### src/rtl/exponential_averager_filter.sv
`timescale 1ns/1ps
// Self-stimulating demo: 64-point sine generator with optional LFSR noise feeding a
// first-order exponential averager (alpha = 2^-ALPHA_SHIFT).
module exponential_averager_filter #(
   parameter int DATA_W      = 16,
   parameter int ALPHA_SHIFT = 4,
   parameter int DIV         = 4,
   parameter int NOISE_EN    = 1,
   parameter int NOISE_BITS  = 10
) (
   input  logic              clk,
   input  logic              reset_n,
   output logic [DATA_W-1:0] q_sine,
   output logic [DATA_W-1:0] q
);

   localparam int ACC_W = DATA_W + ALPHA_SHIFT;
   localparam int SUM_W = DATA_W + 1;
   localparam int CNT_W = (DIV > 1) ? $clog2(DIV) : 1;
   localparam logic [CNT_W-1:0] CNT_LAST  = CNT_W'(DIV - 1);
   localparam logic [15:0]      LFSR_SEED = 16'hACE1;

   // First quadrant of round(8192*sin(2*pi*k/64)), k = 0..16; the rest is folded.
   function automatic logic signed [15:0] quarter_sine(input logic [4:0] idx);
      logic signed [15:0] v;
      case (idx)
         5'd0:    v = 16'sd0;
         5'd1:    v = 16'sd803;
         5'd2:    v = 16'sd1598;
         5'd3:    v = 16'sd2378;
         5'd4:    v = 16'sd3135;
         5'd5:    v = 16'sd3862;
         5'd6:    v = 16'sd4551;
         5'd7:    v = 16'sd5197;
         5'd8:    v = 16'sd5793;
         5'd9:    v = 16'sd6333;
         5'd10:   v = 16'sd6811;
         5'd11:   v = 16'sd7225;
         5'd12:   v = 16'sd7568;
         5'd13:   v = 16'sd7839;
         5'd14:   v = 16'sd8035;
         5'd15:   v = 16'sd8153;
         5'd16:   v = 16'sd8192;
         default: v = 16'sd0;
      endcase
      return v;
   endfunction

   function automatic logic signed [15:0] sine_lut(input logic [5:0] ph);
      logic [4:0]         fold;
      logic signed [15:0] mag;
      fold = ph[4] ? (5'd16 - {1'b0, ph[3:0]}) : {1'b0, ph[3:0]};
      mag  = quarter_sine(fold);
      return ph[5] ? -mag : mag;
   endfunction

   logic [CNT_W-1:0]         div_cnt_q, div_cnt_d;
   logic [5:0]               phase_q, phase_d;
   logic [15:0]              lfsr_q, lfsr_d;
   logic signed [DATA_W-1:0] q_sine_q, q_sine_d;
   logic                     strobe_d_q;
   logic signed [ACC_W-1:0]  acc_q, acc_d;
   logic [DATA_W-1:0]        q_q, q_d;

   logic                     strobe;
   logic signed [DATA_W-1:0] noise;
   logic signed [SUM_W-1:0]  sum;
   logic signed [DATA_W-1:0] sat_val;

   always_comb begin
      // NOTE: every always_comb target gets a default first so no path can infer a latch.
      div_cnt_d = div_cnt_q;
      phase_d   = phase_q;
      lfsr_d    = lfsr_q;
      q_sine_d  = q_sine_q;
      acc_d     = acc_q;
      q_d       = q_q;
      noise     = '0;

      strobe = (div_cnt_q == CNT_LAST);
      if (NOISE_EN != 0) begin
         noise = {{(DATA_W-NOISE_BITS){lfsr_q[NOISE_BITS-1]}}, lfsr_q[NOISE_BITS-1:0]};
      end

      // One guard bit detects overflow; clamp toward the sign of the true sum.
      sum     = SUM_W'(sine_lut(phase_q)) + SUM_W'(noise);
      sat_val = (sum[SUM_W-1] != sum[SUM_W-2]) ?
                {sum[SUM_W-1], {(DATA_W-1){~sum[SUM_W-1]}}} : sum[DATA_W-1:0];

      if (strobe) begin
         div_cnt_d = '0;
         phase_d   = phase_q + 6'd1;
         lfsr_d    = {lfsr_q[14:0], lfsr_q[15] ^ lfsr_q[13] ^ lfsr_q[12] ^ lfsr_q[10]};
         q_sine_d  = sat_val;
      end else begin
         div_cnt_d = div_cnt_q + CNT_W'(1);
      end

      // acc holds y*2^K; the upper DATA_W bits are y rounded toward -inf.
      if (strobe_d_q) begin
         acc_d = acc_q - (acc_q >>> ALPHA_SHIFT) + ACC_W'(q_sine_q);
         q_d   = acc_d[ACC_W-1 -: DATA_W];
      end
   end

   always_ff @(posedge clk or negedge reset_n) begin
      if (!reset_n) begin
         div_cnt_q  <= '0;
         phase_q    <= '0;
         lfsr_q     <= LFSR_SEED;
         q_sine_q   <= '0;
         strobe_d_q <= 1'b0;
         acc_q      <= '0;
         q_q        <= '0;
      end else begin
         // NOTE: non-blocking assignments so every register samples pre-edge values.
         div_cnt_q  <= div_cnt_d;
         phase_q    <= phase_d;
         lfsr_q     <= lfsr_d;
         q_sine_q   <= q_sine_d;
         strobe_d_q <= strobe;
         acc_q      <= acc_d;
         q_q        <= q_d;
      end
   end

   assign q_sine = q_sine_q;
   assign q      = q_q;

endmodule

### config.mk
export PLATFORM = sky130hd
export DESIGN_NAME = exponential_averager_filter
export DESIGN_NICKNAME = d
export VERILOG_FILES = /design/src/rtl/exponential_averager_filter.sv
export SDC_FILE = /design/constraint.sdc
export NUM_CORES = 1
export LEC_CHECK = 0
export BUFFER_PORTS_ARGS = -buffer_cell sky130_fd_sc_hd__buf_2
export CAP_MARGIN = 10
export CORE_MARGIN = 1
export CORE_UTILIZATION = 61
export DETAILED_ROUTE_END_ITERATION = 6
export GPL_TIMING_DRIVEN = 0
export PLACE_DENSITY_LB_ADDON = 0.05
export RECOVER_POWER = 100
export SLEW_MARGIN = 10
export SYNTH_ARGS = -nofsm -noshare
export SYNTH_HDL_FRONTEND = slang
export SYNTH_SLANG_ARGS = --single-unit
### constraint.sdc
create_clock -name clk -period 6 [get_ports clk]
set_input_delay 0 -clock clk [delete_from_list [all_inputs] [get_ports clk]]
set_output_delay 0 -clock clk [all_outputs]
set_load 0.02 [all_outputs]
Word-level counts from Yosys, hierarchy flattened
Memory sizes are Yosys's and may differ from the RTL's.
Cells that the tools add are included.

word-level totals
  bits in registers = 77
  bits in latches = 0
  memory bits (writable) = 0
  memory bits (read-only) = 448
  input bits = 2
  word-level logic and storage cells = 25
  memories = 1

memories
  memory            depth  width  rd ports  clocked after memory_dff  write ports  RTL line  RTL
  (name not given)  32     14     1         0                         0            26        case (idx)

cells by class
  $add $sub $neg = 7
  multiply operators = 0
  div/mod/pow operators = 0
  order comparisons = 0
  equality and inequality tests = 2
  shift operators = 0
  multiplexer cells = 4
  bitwise operators = 4
  reduce and logical (&&, ||, !) cells = 0

operator list
  cell                                                               count
  16-bit 2-to-1 mux                                                  2
  20-bit by 16-bit adder with 20-bit output                          1
  20-bit by 16-bit subtractor with 20-bit output                     1
  16-bit by 10-bit adder with 17-bit output                          1
  16-bit negator                                                     1
  6-bit by 1-bit adder with 6-bit output, second input constant      1
  5-bit 2-to-1 mux                                                   1
  5-bit by 4-bit subtractor with 5-bit output, first input constant  1
  1-bit bitwise XOR                                                  3
  2-bit by 1-bit adder with 2-bit output, second input constant      1
  2-bit == test, second input constant                               1
  2-bit 2-to-1 mux                                                   1
  1-bit != test                                                      1
  1-bit NOT                                                          1

Logic depth before layout (Yosys ltp)
Gate-level depths: netlist of the first run.
An unclocked memory read counts as a cell.

  word-level depth = 8
  mapped depth = 25
  depth with buffers taken out = 22

Worst setup path after synthesis of the first run
OpenSTA, ideal clock, no wires.

  path kind = register to register
  from = reg phase_q[0]
  to = reg q_sine_q[1], in the netlist q_sine[1]
  library setup time = 0.125 ns
  data arrival time = 4.983 ns
  data required time = 5.875 ns
  setup slack = 0.892 ns
  stages on the path, launching flop included = 24
  buffers on the path = 2
  period minus slack after synthesis = 5.108 ns
  cells stage by stage = dfrtp_1 -> buf_6 -> inv_1 -> ha_1 -> nand2_1 -> a21boi_0 -> inv_1 -> ha_1 -> nand2_1 -> o21ai_0 -> a22oi_1 -> a31oi_2 -> o2111ai_2 -> o21ai_1 -> xnor2_1 -> ha_1 -> nand2_1 -> o21ai_0 -> o31ai_1 -> a31oi_1 -> a221o_1 -> clkbuf_1 -> maj3_1 -> mux2_2

between the ends
  cells in the longest elaborated chain, start to end = 8
  elaborated cells between the ends (all ways) = 9

RTL lines
  element                                        RTL line  RTL
  start, declared                                58        logic [5:0] phase_q, phase_d;
  start signal, assigned                         118       phase_q <= phase_d;
  5-bit by 4-bit subtractor with 5-bit output    52        fold = ph[4] ? (5'd16 - {1'b0, ph[3:0]}) : {1'b0, ph[3:0]};
  5-bit 2-to-1 mux (*)                           52
  memory 32 x 14 bit (*)                         -
  16-bit negator                                 54        return ph[5] ? -mag : mag;
  16-bit 2-to-1 mux (*)                          54
  16-bit by 10-bit adder with 17-bit output (*)  86        sum = SUM_W'(sine_lut(phase_q)) + SUM_W'(noise);
  1-bit != test or 1-bit NOT (tied branches)     87, 88
  16-bit 2-to-1 mux (*)                          87        sat_val = (sum[SUM_W-1] != sum[SUM_W-2]) ?
  end signal, assigned                           120       q_sine_q <= q_sine_d;
  end, declared                                  60        logic signed [DATA_W-1:0] q_sine_q, q_sine_d;

Mark *: on every way between the ends. The rest lies on a longest branch, timed or not.
A chain may end at the register's enable or synchronous reset.

Worst setup path after layout of the first run
  from = reg phase_q[1]
  to = reg q_sine_q[1], in the netlist q_sine[1]

The elaborated chain is that of the path after synthesis.

==> impl_metrics.yaml, run 1 <==
timing:
  worst_hold_slack_ps: 436
  hold_violations: 0
  maxSlewViolCount: 62
  finalCritPeriodShare_pct: 95.5
  setup_viol: 0
  tns_ps: 0
  fin_worst_skew_ps: 16.6
  fmax_mhz: 175
  tightestPinTransition_ps: 3260
  layout_setup_ws_ps: 273
  slew_headroom_pct: -118
  rsz0062_at_grt: "false"
  period_needed_ps: 5730
critical_path:
  cp.required_ps: 6230
  worst-endpoint-arrival_ps: 5950
  cpMaxStageDelayCell: "dfrtp_1"
  timing.rr.start: "phase_q[1]"
  end_kind: "register"
  startpoint: "phase_q[1]"
  crit_chain: "inv_1, ha_1, nand2_1, a21boi_2, inv_1, ha_1, a21o_1, nand2_1, a21oi_1, a211o_1, ha_1, nand2_1, o21ai_0, fa_2, a211oi_2, nor3_1, o31ai_1, a31oi_1, a221o_1, maj3_1, mux2_2"
  startpoint_type: "register"
  critical_path_class: "reg2reg"
  crit_fanout: 9
  max_stage_delay_ps: 590
routing:
  wl_per_cell_um: 15.8
  drt-initial-drc-count: 232
  antenna_left: 0
  via_per_inst: 5.74
  first_pass_iters: 4
  drc: 0
  drt-total-wl_mm: 13.3
  num_vias: 4842
yosys:
  synth_xor_area_share_pct: 8.00
  synth_ff_type: "dfrtp_1"
  synth_simple_gate_area_share_pct: 10.7
  syn_avg_cell_area_um2: 8.79
  synth_area_mm2: 0.00583
  synth_seq_cells: 61
  ys_seq_area_share_pct: 26.4
  synth.distinct_cells: 72
  yosys.area.top_type: "dfrtp_1"
  synth_compound_area_share_pct: 23.2
  synthCells: 663
  ys_async_sr_fraction_pct: 100
  synthMuxAreaShare_pct: 4.83
  synth-warning-count: 0
  synth_edf_count: 0
  yosys-top-cells-area: "dfrtp_1 23%, ha_1 9.9%, fa_1 6.9%"
  synth_top_family_by_area: "compound AO/OA/AOI/OAI gates"
  synth_fa_ha_area_share_pct: 16.9
  synth_fp_nets: 731
  synth_top_area_share_pct: 22.7
clock_tree:
  cts_tree: "built"
  cts_sinks: 61
  root_buffer: "clkbuf_8"
  clk_latency_ps: 340
  cts_buffers: 9
  max-clock-path-buffers: 2
  cts.htree.levels: 3
  clkTransAtPathRegs_ps: 80
power_and_ir_drop:
  p_leak_nw: 2.91
  total_power_uw: 810
  p_int_uw: 617
  power_density_mw_per_mm2: 127
  power_frac_seq_pct: 50.8
  p_sw_share_pct: 23.8
  clockPowerShare_pct: 48.2
  p_comb_share_pct: 1.0
  vdd_drop_max_uv: 116
  netSwitchingPower_uw: 193
floorplanning:
  dieArea_mm2: 0.00995
  start_util_pct: 63.1
  die-width_um: 99.8
  coreArea_mm2: 0.00924
  rows: 35
  die_y_um: 99.8
  ios: 34
cells_and_area:
  finish.utilization_pct: 68.9
  final_cell_mix: "88 x inv_1, 53 x dfrtp_1, 49 x a21oi_1"
  final_common_cell: "inv_1"
  fin_nets: 777
  layout-drive-gt1-share_pct: 12.7
  instances_no_fill: 843
  syn_to_final_growth_pct: 9.25
  final_cell_area_mm2: 0.00637
  num_antenna_cells: 0
place:
  placed_cells: 825
  gp_congestion: 0.935
  dp_hpwl_mm: 10.2
  portBuffers: 33
  place_ws_ps: -70.5
  postPlaceCellArea_mm2: 0.00616
global_route:
  grt.total_usage_pct: 28.0
  grt-ovfl-total: 0
  grt_max_degree: 62
  antenna_found_initial: 0
  grt_pass1_vias: 4642
  grt_first_pass_wirelength_mm: 21.9
job:
  cap_violations: 1
hold_path:
  hold_start: "div_cnt_q[0]"
  hold_path_class: "reg2reg"
outcome:
  status: "finished with violations"
  violations: "capacitance limit, slew limit"
-- timing repair --
item / 4_1_cts / 5_1_grt
pin swaps: 0 / 1
hold buffers: 1 / 0
hold endpoints to repair: 53 / 0
setup endpoints to repair: 14 / 15
gates resized for setup: 3 / 6
buffers inserted: 0 / 2
-- synthesized netlist by cell type (all sizes together) (3+ instances only) --
library cell,number
buf,30
a21o,14
a221o,3
o31ai,8
o211ai,9
a21oi,49
nor2,25
inv,89
xor2,19
dfstp,8
nor2b,6
nand2,35
and3,8
nor3,15
o21bai,5
o21ai,44
fa,20
xnor2,30
nand2b,3
a211o,4
mux2i,9
mux2,17
a211oi,6
or3,6
and2,3
nand3,15
clkbuf,12
dfrtp,53
a22oi,3
o22ai,10
o21a,10
a31oi,9
ha,46
o2111ai,4
nand4,5
-- flip-flops by register name, summed over array words and instances, names as in the netlist --
signal / cells
q_sine: 16
strobe_d_q: 1
phase_q: 6
acc_q: 20
div_cnt_q: 2
lfsr_q: 16
-- cell type report --
cell class / instances / area (um2)
buffer: 41 / 248
clock buffer: 10 / 138
clock inverter: 6 / 70.1
fill: 775 / 2870
inverter: 90 / 338
multi-input combinational: 470 / 3730
sequential: 61 / 1540
tap: 129 / 161
timing repair buffer: 36 / 150
-- power by group through the flow --
| stage | Combinational, mW | Sequential, mW | Clock, mW |
|---|---|---|---|
| after floorplan | 0.00000203 | 0.419 | 0 |
| after global placement | 0.00833 | 0.419 | 0 |
| after detailed placement | 0.00871 | 0.419 | 0 |
| after CTS | 0.00937 | 0.411 | 0.398 |
| after global routing | 0.0102 | 0.411 | 0.415 |
| final | 0.00833 | 0.411 | 0.390 |
-- cell families after synthesis --
logic type | after synthesis
buffers and inverters | 132
DFF | 61
and+or+nand+nor | 127
muxes | 26
xor gates and xnor gates | 50
AOI/OAI and AO/OA | 200
adders and majority gates | 67
-- worst paths after layout --
path,end,slack [ps],cells past startpoint
min,div_cnt_q[0],440,1
max reg2reg,q_sine[1],270,21
min in group asynchronous,acc_q[2],1290,2
min reg2reg,div_cnt_q[0],440,1
max,q_sine[1],270,21
max in group asynchronous,acc_q[17],2850,2
-- worst max-delay path: cells and delay by family (launching register included) --
kind / cells / cell delay (ps)
compound gates: 9 / 2250
fa+ha+maj: 5 / 1790
buf+inv: 2 / 320
flops: 1 / 590
mux: 1 / 260
simple gates: 4 / 350
-- metal layers --
| layer | share of wire, % | vias up | wire length (um) | track usage, % |
|---|---|---|---|---|
| met1 | 44 | 2268 | 5890 | 36.3 |
| met2 | 49 | 144 | 6470 | 47.7 |
| li1 | - | 2408 | - | - |
| met5 | 0 | - | 0 | 0 |
| met4 | 2.0 | 0 | 266 | 8.94 |
| met3 | 5.3 | 22 | 712 | 4.78 |
Note: power is estimated with default switching activity, not from simulation.
==> run 2, diff against run 1 <==
BUFFER_PORTS_ARGS = unset   (was -buffer_cell sky130_fd_sc_hd__buf_2)
DONT_BUFFER_PORTS = 1   (was unset)
==> impl_metrics.yaml, run 2 (synthesized netlist as in run 1, its figures left out) <==
outcome:
  status: "finished with violations"
  violations: "capacitance limit, slew limit"
floorplanning:
  die_y_um: 99.8
  start_util_pct: 63.1
  ios: 34
  dieArea_mm2: 0.00995
  die-width_um: 99.8
  coreArea_mm2: 0.00924
  rows: 35
critical_path:
  worst-endpoint-arrival_ps: 5840
  crit_family: "compound AO/OA/AOI/OAI gates"
  cpMaxStageDelayCell: "a221o_1"
  startpoint_type: "register"
  end_kind: "register"
  critical_path_class: "reg2reg"
  max_stage_delay_ps: 480
  crit_fanout: 10
  crit_buf_inv: 3
  crit_chain: "buf_6, inv_1, ha_1, nand2_1, a21boi_1, inv_1, ha_1, nand2_1, o21ai_0, a22oi_1, a31oi_4, o2111ai_4, o21ai_4, xnor2_1, ha_1, nand2_1, o21ai_0, o31ai_2, a31oi_1, a221o_1, maj3_1, mux2_2"
  cp.required_ps: 6220
cells_and_area:
  final_cell_area_mm2: 0.00625
  num_antenna_cells: 0
  instances_no_fill: 811
  final_common_cell: "inv_1"
  largest_reg_flops: 20
  fillers: 788
  final_cell_mix: "88 x inv_1, 52 x dfrtp_1, 49 x a21oi_1"
  finish.utilization_pct: 67.7
  fin_nets: 745
  syn_to_final_growth_pct: 7.25
  area.sequential_mm2: 0.00154
  layout-drive-gt1-share_pct: 10.9
  largest_register: "acc_q"
  multi_input_area_mm2: 0.00375
hold_path:
  hold_path_class: "reg2reg"
clock_tree:
  cts_tree: "built"
  clkTransAtPathRegs_ps: 70
  cts_buffers: 9
  cts.htree.levels: 3
  clk_latency_ps: 350
  cts_sinks: 61
  max-clock-path-buffers: 2
  root_buffer: "clkbuf_8"
timing:
  fmax_mhz: 178
  rsz0062_at_grt: "false"
  maxSlewViolCount: 62
  finalCritPeriodShare_pct: 93.6
  tightestPinTransition_ps: 3270
  hold_violations: 0
  setup_viol: 0
  period_needed_ps: 5620
  slew_headroom_pct: -118
  fin_worst_skew_ps: 19.9
power_and_ir_drop:
  total_power_uw: 887
  p_int_uw: 710
  p_comb_share_pct: 1.0
  power_density_mw_per_mm2: 142
  vdd_drop_max_uv: 127
  netSwitchingPower_uw: 177
  power_frac_seq_pct: 46.3
  clockPowerShare_pct: 52.7
  p_leak_nw: 2.84
  p_sw_share_pct: 20.0
place:
  placed_cells: 792
  dp_hpwl_mm: 10.4
  portBuffers: 0
  postPlaceCellArea_mm2: 0.00599
  gp_congestion: 0.945
routing:
  drt-initial-drc-count: 245
  drt-total-wl_mm: 13.8
  first_pass_iters: 5
  via_per_inst: 5.93
  drc: 0
  num_vias: 4809
  antenna_left: 0
  wl_per_cell_um: 17.0
global_route:
  grt_pass1_vias: 4594
  grt_first_pass_wirelength_mm: 22.2
  grt-ovfl-total: 0
  grt.total_usage_pct: 28.5
  grt_max_degree: 62
  antenna_found_initial: 0
job:
  cap_violations: 1
-- run 2: changes by cell type in the layout (fill, tap and decap cells not counted), sizes merged --
cell,delta
clkbuf,-14
clkinvlp,-3
inv,-1
bufinv,+2
buf,-16
-- run 2: worst paths after layout --
kind                         startpoint            to  slack [ps]  cells past startpoint
min reg2reg                div_cnt_q[0]  div_cnt_q[0]         450                      1
max reg2reg                  phase_q[0]     q_sine[1]         380                     22
min in group asynchronous       reset_n      acc_q[1]        1320                      2
min                        div_cnt_q[0]  div_cnt_q[0]         450                      1
max                          phase_q[0]     q_sine[1]         380                     22
max in group asynchronous       reset_n    phase_q[1]        2570                      2
-- run 2: metrics by stage --
stage / worst slack, ps / hold slack (ps) / setup TNS (ps)
2_1_floorplan: 892 / -296 / 0
3_3_place_gp: -47.3 / -294 / -76.9
3_5_place_dp: -131 / -294 / -969
4_1_cts: 9.08 / 164 / 0
5_1_grt: 49.7 / 464 / 0
6_report: 385 / 448 / 0
-- run 2: repair_timing --
| item | CTS | global route |
|---|---|---|
| gates resized for setup | 2 | 11 |
| hold buffers | 2 | 0 |
| endpoints found under the setup margin | 14 | 16 |
| pin swaps | 0 | 1 |
| setup buffers | 0 | 2 |
| endpoints found under the hold margin | 61 | 0 |
-- run 2: per-layer routing --
layer | vias up | track usage (%) | share of wire, % | wire, um
met3 | 22 | 3.65 | 4.6 | 630
met5 | - | 0 | 0 | 0
met1 | 2318 | 35.5 | 43 | 5900
met2 | 124 | 51.4 | 51 | 6980
met4 | 0 | 8.26 | 1.9 | 263
li1 | 2345 | - | - | -
-- run 2: layout make-up --
cell class	count	share of cell area (%)
sequential	61	24.6
clock inverter	4	1.52
timing repair buffer	4	0.460
buffer	41	3.00
tap	129	2.58
clock buffer	12	2.48
multi-input combinational	470	60.0
inverter	90	5.40
-- run 2: power groups by stage --
stage	Combinational [mW]	Sequential (mW)	Clock [mW]
2_1_floorplan	0.00000203	0.419	0
3_3_place_gp	0.00000203	0.419	0
3_5_place_dp	0.00000203	0.419	0
4_1_cts	0.0111	0.411	0.478
5_1_grt	0.0102	0.411	0.495
6_report	0.00843	0.411	0.468
